## src/rtl/decode_format_dispatch.sv

```systemverilog
// decode_format_dispatch
//
// Front-of-decode dispatch stage. One fetched instruction per cycle is
// classified by its primary opcode into a one-hot format code. It is then
// buffered in a small FIFO and presented, with its metadata, to the
// per-format decoders through a registered output stage.
//
// Ports:
//   clock_i                clock, rising edge
//   reset_i                asynchronous, active-low reset
//   enable_i               input instruction valid
//   instruction_i          instruction; the primary opcode is the top 6 bits
//                          (big-endian bits [0:5])
//   instructionAddress_i   instruction address
//   is64Bit_i              64-bit mode
//   instructionPid_i       process ID
//   instructionTid_i       thread ID
//   instructionMajId_i     major ID
//   flush_i                synchronous flush; overrides stall_i
//   stall_i                downstream decoders cannot accept
//   stall_o                buffer full; fetch must hold
//   enable_o               output instruction valid
//   instFormat_o           one-hot format code (0 for illegal opcodes)
//   instructionOpcode_o    primary opcode of the presented instruction
//   instruction_o .. instructionMajId_o   registered copies of the inputs
//   illegal_o              primary opcode has no format
//
// Build option:
//   DISPATCH_ILLEGAL_DROP_EN - when defined, illegal instructions are never
//   buffered. Instead, they are reported by a one-cycle illegal_o pulse
//   with enable_o=0.

module decode_format_dispatch #(
  parameter int addressWidth            = 64,
  parameter int instructionWidth        = 32,
  parameter int PidSize                 = 20,
  parameter int TidSize                 = 16,
  parameter int instructionCounterWidth = 64,
  parameter int PrimOpcodeSize          = 6,
  parameter int formatCount             = 25,
  parameter int fifoDepth               = 4
) (
  input  logic                               clock_i,
  input  logic                               reset_i,
  input  logic                               enable_i,
  input  logic [instructionWidth-1:0]        instruction_i,
  input  logic [addressWidth-1:0]            instructionAddress_i,
  input  logic                               is64Bit_i,
  input  logic [PidSize-1:0]                 instructionPid_i,
  input  logic [TidSize-1:0]                 instructionTid_i,
  input  logic [instructionCounterWidth-1:0] instructionMajId_i,
  input  logic                               flush_i,
  input  logic                               stall_i,
  output logic                               stall_o,
  output logic                               enable_o,
  output logic [formatCount-1:0]             instFormat_o,
  output logic [PrimOpcodeSize-1:0]          instructionOpcode_o,
  output logic [instructionWidth-1:0]        instruction_o,
  output logic [addressWidth-1:0]            instructionAddress_o,
  output logic                               is64Bit_o,
  output logic [PidSize-1:0]                 instructionPid_o,
  output logic [TidSize-1:0]                 instructionTid_o,
  output logic [instructionCounterWidth-1:0] instructionMajId_o,
  output logic                               illegal_o
);

  localparam int PtrW = (fifoDepth > 1) ? $clog2(fifoDepth) : 1;
  localparam int CntW = PtrW + 1;
  localparam logic [CntW-1:0] CountFull = CntW'(fifoDepth);

  typedef struct packed {
    logic [instructionWidth-1:0]        instruction;
    logic [addressWidth-1:0]            address;
    logic                               is64Bit;
    logic [PidSize-1:0]                 pid;
    logic [TidSize-1:0]                 tid;
    logic [instructionCounterWidth-1:0] majId;
    logic [formatCount-1:0]             format;
    logic                               illegal;
  } entry_t;

  // Opcode to one-hot format. Bit positions: I=0, B=1, SC=2, D=3, DS=4,
  // DQ=5, X=6, XL=7, M=8, MD=9, A=10, VX=11. Bits 12..24 are reserved.
  function automatic logic [formatCount-1:0] classifyOpcode(
    input logic [PrimOpcodeSize-1:0] op
  );
    logic [formatCount-1:0] f;
    f = '0;
    case (op) inside
      6'd18:                                        f[0]  = 1'b1;
      6'd16:                                        f[1]  = 1'b1;
      6'd17:                                        f[2]  = 1'b1;
      6'd7, 6'd8, [6'd10:6'd15], [6'd24:6'd29],
      [6'd32:6'd55]:                                f[3]  = 1'b1;
      6'd57, 6'd58, 6'd61, 6'd62:                   f[4]  = 1'b1;
      6'd56:                                        f[5]  = 1'b1;
      6'd31, 6'd60:                                 f[6]  = 1'b1;
      6'd19:                                        f[7]  = 1'b1;
      6'd20, 6'd21, 6'd23:                          f[8]  = 1'b1;
      6'd30:                                        f[9]  = 1'b1;
      6'd59, 6'd63:                                 f[10] = 1'b1;
      6'd4:                                         f[11] = 1'b1;
      default:                                      f     = '0;
    endcase
    return f;
  endfunction

  entry_t fifoMem [fifoDepth];
  entry_t inEntry;
  entry_t outQ, outD;
  logic   enableQ, enableD;
  logic [PtrW-1:0] wrPtrQ, wrPtrD, rdPtrQ, rdPtrD;
  logic [CntW-1:0] countQ, countD;

  logic inIllegal;
  logic fifoEmpty;
  logic accept;
  logic push;
  logic pop;
  logic bypass;
  logic fifoWrite;
  logic dropReport;

  // Classify the incoming instruction and package it as a FIFO entry.
  always_comb begin
    inEntry             = '0;
    inEntry.instruction = instruction_i;
    inEntry.address     = instructionAddress_i;
    inEntry.is64Bit     = is64Bit_i;
    inEntry.pid         = instructionPid_i;
    inEntry.tid         = instructionTid_i;
    inEntry.majId       = instructionMajId_i;
    inEntry.format      = classifyOpcode(
                            instruction_i[instructionWidth-1 -: PrimOpcodeSize]);
    inEntry.illegal     = (inEntry.format == '0);
  end

  assign inIllegal = inEntry.illegal;
  assign stall_o   = (countQ == CountFull);
  assign fifoEmpty = (countQ == '0);

  // An instruction offered while full is an upstream violation and is ignored.
  assign accept = enable_i & ~stall_o & ~flush_i;

`ifdef DISPATCH_ILLEGAL_DROP_EN
  // Illegal instructions never enter the buffer. They are reported only when
  // the output stage is idle and free to take them. Otherwise, the report
  // would displace a held or queued legal instruction, so it is silently
  // dropped.
  assign push       = accept & ~inIllegal;
  assign dropReport = accept & inIllegal & fifoEmpty & ~stall_i;
`else
  assign push       = accept;
  assign dropReport = 1'b0;
`endif

  assign pop       = ~stall_i & ~fifoEmpty;
  assign bypass    = push & fifoEmpty & ~stall_i;
  assign fifoWrite = push & ~bypass;

  // Pointer and occupancy update. Simultaneous write and pop leave the count
  // unchanged. Pointers wrap naturally because the depth is a power of two.
  always_comb begin
    wrPtrD = wrPtrQ;
    rdPtrD = rdPtrQ;
    countD = countQ;
    if (flush_i) begin
      wrPtrD = '0;
      rdPtrD = '0;
      countD = '0;
    end else begin
      if (fifoWrite) wrPtrD = wrPtrQ + 1'b1;
      if (pop)       rdPtrD = rdPtrQ + 1'b1;
      countD = countQ + CntW'(fifoWrite) - CntW'(pop);
    end
  end

  // Output stage. When the stage is not stalled, the queued head takes
  // priority over a bypassed input; an empty FIFO makes them mutually
  // exclusive anyway. When stalled, everything holds, except that a flush
  // still clears the stage.
  always_comb begin
    outD    = outQ;
    enableD = enableQ;
    if (flush_i) begin
      outD    = '0;
      enableD = 1'b0;
    end else if (!stall_i) begin
      if (pop) begin
        outD    = fifoMem[rdPtrQ];
        enableD = 1'b1;
      end else if (bypass) begin
        outD    = inEntry;
        enableD = 1'b1;
      end else if (dropReport) begin
        outD    = inEntry;
        enableD = 1'b0;
      end else begin
        enableD      = 1'b0;
        outD.illegal = 1'b0;
      end
    end
  end

  // Entry storage needs no reset: occupancy alone decides what is valid.
  always_ff @(posedge clock_i) begin
    if (fifoWrite) fifoMem[wrPtrQ] <= inEntry;
  end

  always_ff @(posedge clock_i or negedge reset_i) begin
    if (!reset_i) begin
      wrPtrQ  <= '0;
      rdPtrQ  <= '0;
      countQ  <= '0;
      outQ    <= '0;
      enableQ <= 1'b0;
    end else begin
      wrPtrQ  <= wrPtrD;
      rdPtrQ  <= rdPtrD;
      countQ  <= countD;
      outQ    <= outD;
      enableQ <= enableD;
    end
  end

  assign enable_o             = enableQ;
  assign instFormat_o         = outQ.format;
  assign illegal_o            = outQ.illegal;
  assign instruction_o        = outQ.instruction;
  assign instructionOpcode_o  = outQ.instruction[instructionWidth-1 -: PrimOpcodeSize];
  assign instructionAddress_o = outQ.address;
  assign is64Bit_o            = outQ.is64Bit;
  assign instructionPid_o     = outQ.pid;
  assign instructionTid_o     = outQ.tid;
  assign instructionMajId_o   = outQ.majId;

endmodule

```

## config.mk

```make
export PLATFORM = sky130hd
export DESIGN_NAME = decode_format_dispatch
export DESIGN_NICKNAME = d
export VERILOG_FILES = /design/src/rtl/decode_format_dispatch.sv
export SDC_FILE = /design/constraint.sdc
export NUM_CORES = 1
export LEC_CHECK = 0
export CAP_MARGIN = 40
export CORE_ASPECT_RATIO = 0.5
export CORE_UTILIZATION = 30
export CTS_CLUSTER_DIAMETER = 100
export DETAILED_ROUTE_END_ITERATION = 10
export GPL_TIMING_DRIVEN = 0
export PLACE_DENSITY = 0.57
export SYNTH_ARGS = -nofsm -noshare
export SYNTH_HDL_FRONTEND = slang
export SYNTH_SLANG_ARGS = --single-unit
```

## constraint.sdc

```tcl
create_clock -name clock_i -period 17.4 [get_ports clock_i]
set_input_delay 3.48 -clock clock_i [delete_from_list [all_inputs] [get_ports clock_i]]
set_output_delay 3.48 -clock clock_i [all_outputs]
set_load 0.05 [all_outputs]
```

==> flow_summary_export.csv, run 1 <==
group,metric,value,unit
sta,fin_tns_setup,0,ns
synth,netlist_instances,2118,
routing,post_drt_wl_per_cell,22.2,um
worst_hold_path,hold_path_end,"instructionAddress_o[51]",
sta,slew_violations,0,
sta,period_needed,5.93,ns
sta,finalHoldViolations,0,
routing,vias_per_cell,4.70,
synth,synthDistinctLibCells,42,
sta,setup_viol,0,
placement,pre_cts_ws,10.69,ns
die,coreArea,132000,sq um
setup_path,crit_path_frequent_cell,"buf_16",
layout,multi_input_area,8440,sq um
worst_hold_path,min_path_type,"register to register",
synth,ys_seq_area_share,77.0,%
run,max-cap-violations,0,
setup_path,path_delay_family,"buffers and inverters",
clock_network,cts_root_buf,"clkbuf_16",
setup_path,worstPathArrival,6.28,ns
global_routing,antenna_found_initial,23,
global_routing,gr-usage-all-layers,14.9,%
worst_hold_path,min_path_cells,2,
sta,clock_skew,0.0680,ns
setup_path,cp.depth,6,
routing,ant_nets,0,
global_routing,grt_pass1_vias,22300,
clock_network,cts.sinks,1058,
layout,post-route-util,38.2,%
routing,drt_iter0_drc,1387,
power_and_ir_drop,p_leak,17.6,nW
layout,nNetsFinal,2887,
setup_path,crit_path_start_kind,"input pin",
setup_path,r2r_slack,14.32,ns
die,initial_core_util,30.3,%
routing,totalWireLength,101000,um
routing,vias,21400,
setup_path,path_max_fanout,48,
routing,drcViolationCount,0,
die,io_pins,433,
power_and_ir_drop,irDropWorstVdd,0.0800,mV
clock_network,clk_pin_slew,0.06,ns
clock_network,cts_resized,0,
global_routing,grt_util_met2,26.3,%
worst_hold_path,min_from,"instructionAddress_o[51]",
clock_network,post_cts_buffers,0,
layout,fillers,12100,
sta,slew_headroom,35.0,%
global_routing,use_met1,18.2,%
layout,drive_gt1_share,17.2,%
layout,seqCellArea,30700,sq um
synth,synth_area_per_cell,18.8,sq um
synth,syn_area,39800,sq um
clock_network,clockBufferDepth,3,
sta,rsz0062_at_grt,"false",
placement,place.gp.congestion,0.770,
synth,synth-seq-cells,1058,
layout,final_common_cell,"edfxtp_1",
global_routing,grt_overflow,0,
die,fp.dieW,517,um
die,die_area,134000,sq um
setup_path,path_class,"input pin to register",
clock_network,hold_buffers,0,
setup_path,reg2reg_to,"fifoMem[2][88]",
synth,yosysWarnings,0,
setup_path,cp_data_required_time,17.75,ns
layout,final_cell_mix,"edfxtp_1 (840), clkdlybuf4s50_1 (417), nand2_1 (416)",
sta,setup_slack,11.47,ns
clock_network,worstSkewPairLatency,0.71,ns
placement,dp_hpwl,66500,um
setup_path,path_cells,"clkdlybuf4s50_1 -> nand2b_1 -> a21oi_1 -> and2_4 -> buf_16 -> buf_16",
sta,finalCritPeriodShare,34.1,%
power_and_ir_drop,p_per_area,144,nW/um^2
sta,clock.fmax,0.169,GHz
run_status,outcome,"completed",
sta,finalHoldWorstSlack,0.465,ns
layout,syn2layout_area_growth,26.2,%
setup_path,cpPeakStageDelay,0.80,ns
die,rows,94,
sta,worst_pin_slew,0.975,ns
setup_path,cp_num_buf_inv,3,
global_routing,gr-usage-met3,2.44,%
routing,drtPass1Iterations,5,
setup_path,critPathSlowestCell,"and2_4",
global_routing,grt-busiest-layer,"met2",
placement,port-buffer-count,418,
setup_path,timing.rr.start,"countQ[2]",
clock_network,cts_buffers,102,
global_routing,grt_pass1_wl,148000,um
setup_path,r2r_cells,5,
setup_path,endpoint_kind,"register",
clock_network,tritoncts,"yes",
die,die_h,260,um
clock_network,h-tree-depth,3,
global_routing,grt_max_degree,98,
flip-flops by register name (all words and copies together), names as in the netlist:
| register | cells |
|---|---|
| countQ | 3 |
| instruction_o | 32 |
| instructionMajId_o | 64 |
| instructionAddress_o | 64 |
| wrPtrQ | 2 |
| is64Bit_o | 1 |
| rdPtrQ | 2 |
| fifoMem | 840 |
| instFormat_o | 12 |
| illegal_o | 1 |
| instructionPid_o | 20 |
| instructionTid_o | 16 |
| enable_o | 1 |
cells by family (layout without fill, tap and decap cells):
family          count (synthesis)  after routing  synth area share [%]
flops                        1058           1058                  77.0
simple gates                  461            461                  4.61
mux                           211            211                  11.9
fa+ha+maj                       7              7                 0.239
compound gates                225            225                  4.21
xor+xnor                        4              4                0.0880
other cells                     1             25               0.00942
buf+inv                       151            788                  1.89
layout make-up:
| class | instances | share of cell area [%] |
|---|---|---|
| well taps | 1776 | 4.42 |
| diodes | 12 | 0.0597 |
| plain buffers | 141 | 1.43 |
| clock inverters | 52 | 1.09 |
| flip-flops and latches | 1058 | 61.0 |
| repair buffers | 444 | 9.50 |
| clock buffers | 141 | 5.61 |
| inverters | 10 | 0.0747 |
| multi-input cells | 921 | 16.8 |
worst max-delay path by stage:
stage,slack [ns],startpoint,end
floorplan,7.76,stall_i,fifoMem[0][0]
global placement,1.97,reset_i,instructionMajId_o[5]
detailed placement,10.69,flush_i,fifoMem[2][87]
CTS,11.43,flush_i,fifoMem[2][88]
global route,11.36,flush_i,fifoMem[2][87]
finish,11.47,flush_i,fifoMem[2][88]
synth_stat cells (all sizes together):
| library cell | count | area share, % |
|---|---|---|
| a22oi | 208 | 3.9 |
| o21ai | 3 | 0.038 |
| a211oi | 1 | 0.019 |
| o32ai | 1 | 0.022 |
| o31ai | 3 | 0.057 |
| fa | 1 | 0.050 |
| inv | 10 | 0.094 |
| xnor2 | 3 | 0.066 |
| and2 | 6 | 0.094 |
| xor2 | 1 | 0.022 |
| and4 | 1 | 0.022 |
| conb | 1 | 0.0094 |
| or3b | 1 | 0.022 |
| a32oi | 2 | 0.044 |
| clkbuf | 58 | 0.55 |
| nor3 | 3 | 0.066 |
| or2 | 1 | 0.016 |
| ha | 6 | 0.19 |
| nand2 | 416 | 3.9 |
| a221o | 1 | 0.025 |
| nand2b | 7 | 0.11 |
| nor2b | 2 | 0.031 |
| nand3 | 2 | 0.025 |
| nor4bb | 1 | 0.025 |
| o21bai | 1 | 0.019 |
| nor4 | 7 | 0.11 |
| or4 | 1 | 0.019 |
| or3 | 2 | 0.031 |
| a21oi | 5 | 0.063 |
| nor2 | 9 | 0.085 |
| mux2i | 1 | 0.025 |
| nor3b | 1 | 0.019 |
| and3 | 1 | 0.016 |
| dfrtp | 218 | 14 |
| buf | 83 | 1.3 |
| mux4 | 210 | 12 |
| edfxtp | 840 | 63 |
power by group:
group	internal (mW)	total (mW)	switching, mW
logic	0.725	1.91	1.19
registers	2.99	3.10	0.110
clock network	1.26	2.22	0.964
metrics by stage:
step | instance area (sq um) | total power, mW | std cells
6_report | 50300 | 7.23 | 4555
5_1_grt | 50300 | 7.52 | 4554
4_1_cts | 50200 | 7.34 | 4541
3_5_place_dp | 46900 | 5.10 | 4348
3_3_place_gp | 46300 | 5.11 | 4324
2_1_floorplan | 39900 | 4.39 | 2130
worst reg2reg max path: stages, from the launching register on:
cell      delay, ns
dfrtp_1        0.44
nand2b_1       0.17
a21oi_1        0.57
and2_4         0.80
buf_16         0.39
buf_16         0.30
routing by layer:
metal / part of all wire [%] / vias up
li1: - / 9441
met1: 40 / 11300
met2: 53 / 441
met3: 3.9 / 173
met4: 3.3 / 10
met5: 0.047 / -
Note: power is estimated with default switching activity, not from simulation.
==> run 2: changes to the inputs <==
Settings changed: PLACE_DENSITY 0.57 to 0.58.
Clock period 17.4 ns to 5.4 ns, I/O delays scaled along.
==> run 2 against run 1 <==
  * Routed wire length decreased by 2.1%
  * Critical path depth decreased by 3
  * Clock-buffer cell count decreased by 15
  * Register-to-register slack got worse by 12 ns
  * Sequential power increased to 3.2 times the previous value
  * Non-clock buffer count decreased by 3
  * Highest routed layer unchanged
  * Die area unchanged
  * Flip-flop and latch count unchanged
  * Utilization about the same
==> flow_summary_export.csv, run 2 (synthesis gave the netlist of run 1 again) <==
group,metric,value,unit
routing,drtPass1Iterations,5,
placement,dp_hpwl,64700,um
global_routing,grt-busiest-layer,"met2",
setup_path,critPathSlowestCell,"clkdlybuf4s50_1",
routing,post_drt_wl_per_cell,21.8,um
setup_path,crit_path_start_kind,"register",
routing,drcViolationCount,0,
clock_network,clockBufferDepth,3,
clock_network,hold_buffers,0,
setup_path,r2r_cells,5,
clock_network,clk_pin_slew,0.07,ns
sta,finalHoldWorstSlack,0.268,ns
setup_path,path_class,"register to output port",
layout,nNetsFinal,2880,
clock_network,tritoncts,"yes",
worst_hold_path,min_path_type,"input pin to asynchronous set/reset pin",
sta,period_needed,3.39,ns
power_and_ir_drop,irDropWorstVdd,0.261,mV
setup_path,path_cells,"nor2_1 -> and2_1 -> clkdlybuf4s50_1",
die,die_area,134000,sq um
global_routing,gr-usage-all-layers,14.6,%
sta,slew_headroom,38.3,%
sta,worst_pin_slew,0.916,ns
global_routing,grt_max_degree,96,
global_routing,use_met1,17.5,%
global_routing,antenna_found_initial,22,
die,fp.dieW,517,um
clock_network,cts_buffers,98,
run_status,outcome,"completed",
global_routing,grt_overflow,0,
global_routing,grt_pass1_vias,22100,
global_routing,gr-usage-met3,2.39,%
setup_path,endpoint_kind,"output port",
sta,finalCritPeriodShare,62.9,%
sta,slew_violations,0,
layout,drive_gt1_share,17.3,%
layout,final_common_cell,"edfxtp_1",
setup_path,worstPathArrival,2.31,ns
routing,totalWireLength,99000,um
sta,fin_tns_setup,0,ns
global_routing,grt_util_met2,26.8,%
clock_network,post_cts_buffers,0,
routing,vias,21300,
global_routing,grt_pass1_wl,146000,um
setup_path,cp_data_required_time,4.32,ns
die,die_h,260,um
sta,setup_viol,0,
setup_path,path_max_fanout,6,
die,coreArea,132000,sq um
placement,place.gp.congestion,0.762,
setup_path,cpPeakStageDelay,0.82,ns
clock_network,worstSkewPairLatency,0.70,ns
layout,regMostFlops,"fifoMem",
clock_network,cts_resized,0,
placement,port-buffer-count,418,
sta,clock.fmax,0.295,GHz
routing,drt_iter0_drc,1390,
placement,pre_cts_ws,1.40,ns
clock_network,h-tree-depth,3,
run,max-cap-violations,0,
layout,syn2layout_area_growth,26.1,%
layout,final_cell_mix,"edfxtp_1 (840), clkdlybuf4s50_1 (417), nand2_1 (416)",
die,io_pins,433,
clock_network,cts.sinks,1058,
sta,setup_slack,2.01,ns
layout,largest_reg_flops,840,
power_and_ir_drop,p_per_area,463,nW/um^2
die,initial_core_util,30.3,%
sta,finalHoldViolations,0,
clock_network,cts_root_buf,"clkbuf_16",
routing,vias_per_cell,4.68,
sta,clock_skew,0.0703,ns
power_and_ir_drop,p_leak,17.5,nW
routing,ant_nets,0,
sta,rsz0062_at_grt,"false",
die,rows,94,
run 2: changes by cell type in the layout (fill, tap and decap cells not counted), sizes merged:
cell / change
clkbuf: -16
inv: +2
bufinv: +3
diode: +1
buf: -2
clkinvlp: +3
run 2: area by class of cell:
class,instances,area [sq um]
clock inverters,60,712
fillers,12000,81400
diodes,13,32.5
clock buffers,126,2640
flip-flops and latches,1058,30700
plain buffers,141,718
inverters,10,37.5
repair buffers,441,4740
well taps,1776,2220
multi-input cells,921,8440
run 2: metrics by stage:
step                instance area [sq um]  instances  util (%)  power (mW)
floorplan                           39900       2130         -        14.1
global placement                    46300       4324      35.2        16.4
detailed placement                  46800       4346      35.6        16.4
CTS                                 50200       4532      38.1        23.6
global route                        50200       4540      38.2        24.2
finish                              50200       4546      38.2        23.3
run 2: path summary, 6_finish.rpt:
check	from	endpoint	slack, ns
max in group asynchronous	reset_i	instructionAddress_o[20]	4.20
min in group clock_i	instructionAddress_o[2]	instructionAddress_o[2]	0.46
min reg2reg	instructionAddress_o[2]	instructionAddress_o[2]	0.46
min	reset_i	instructionMajId_o[60]	0.27
max	countQ[1]	stall_o	2.01
max reg2reg	countQ[2]	fifoMem[1][110]	2.55
run 2: power by group:
group          internal (mW)  total, mW  switching (mW)
clock                   4.03       7.15            3.12
combinational           2.33       6.14            3.81
sequential              9.63       9.99           0.354
total                   16.0       23.3            7.28
run 2: metal layers:
layer	wire length, um	part of all wire [%]
met4	2600	2.6
met2	53800	54
met5	95	0.096
met3	3680	3.7
met1	38800	39
run 2: worst max-delay path: cells and delay by family (launching register included):
family | cells | cell delay [ns]
simple gates | 2 | 0.35
flops | 1 | 0.45
buf+inv | 1 | 0.82
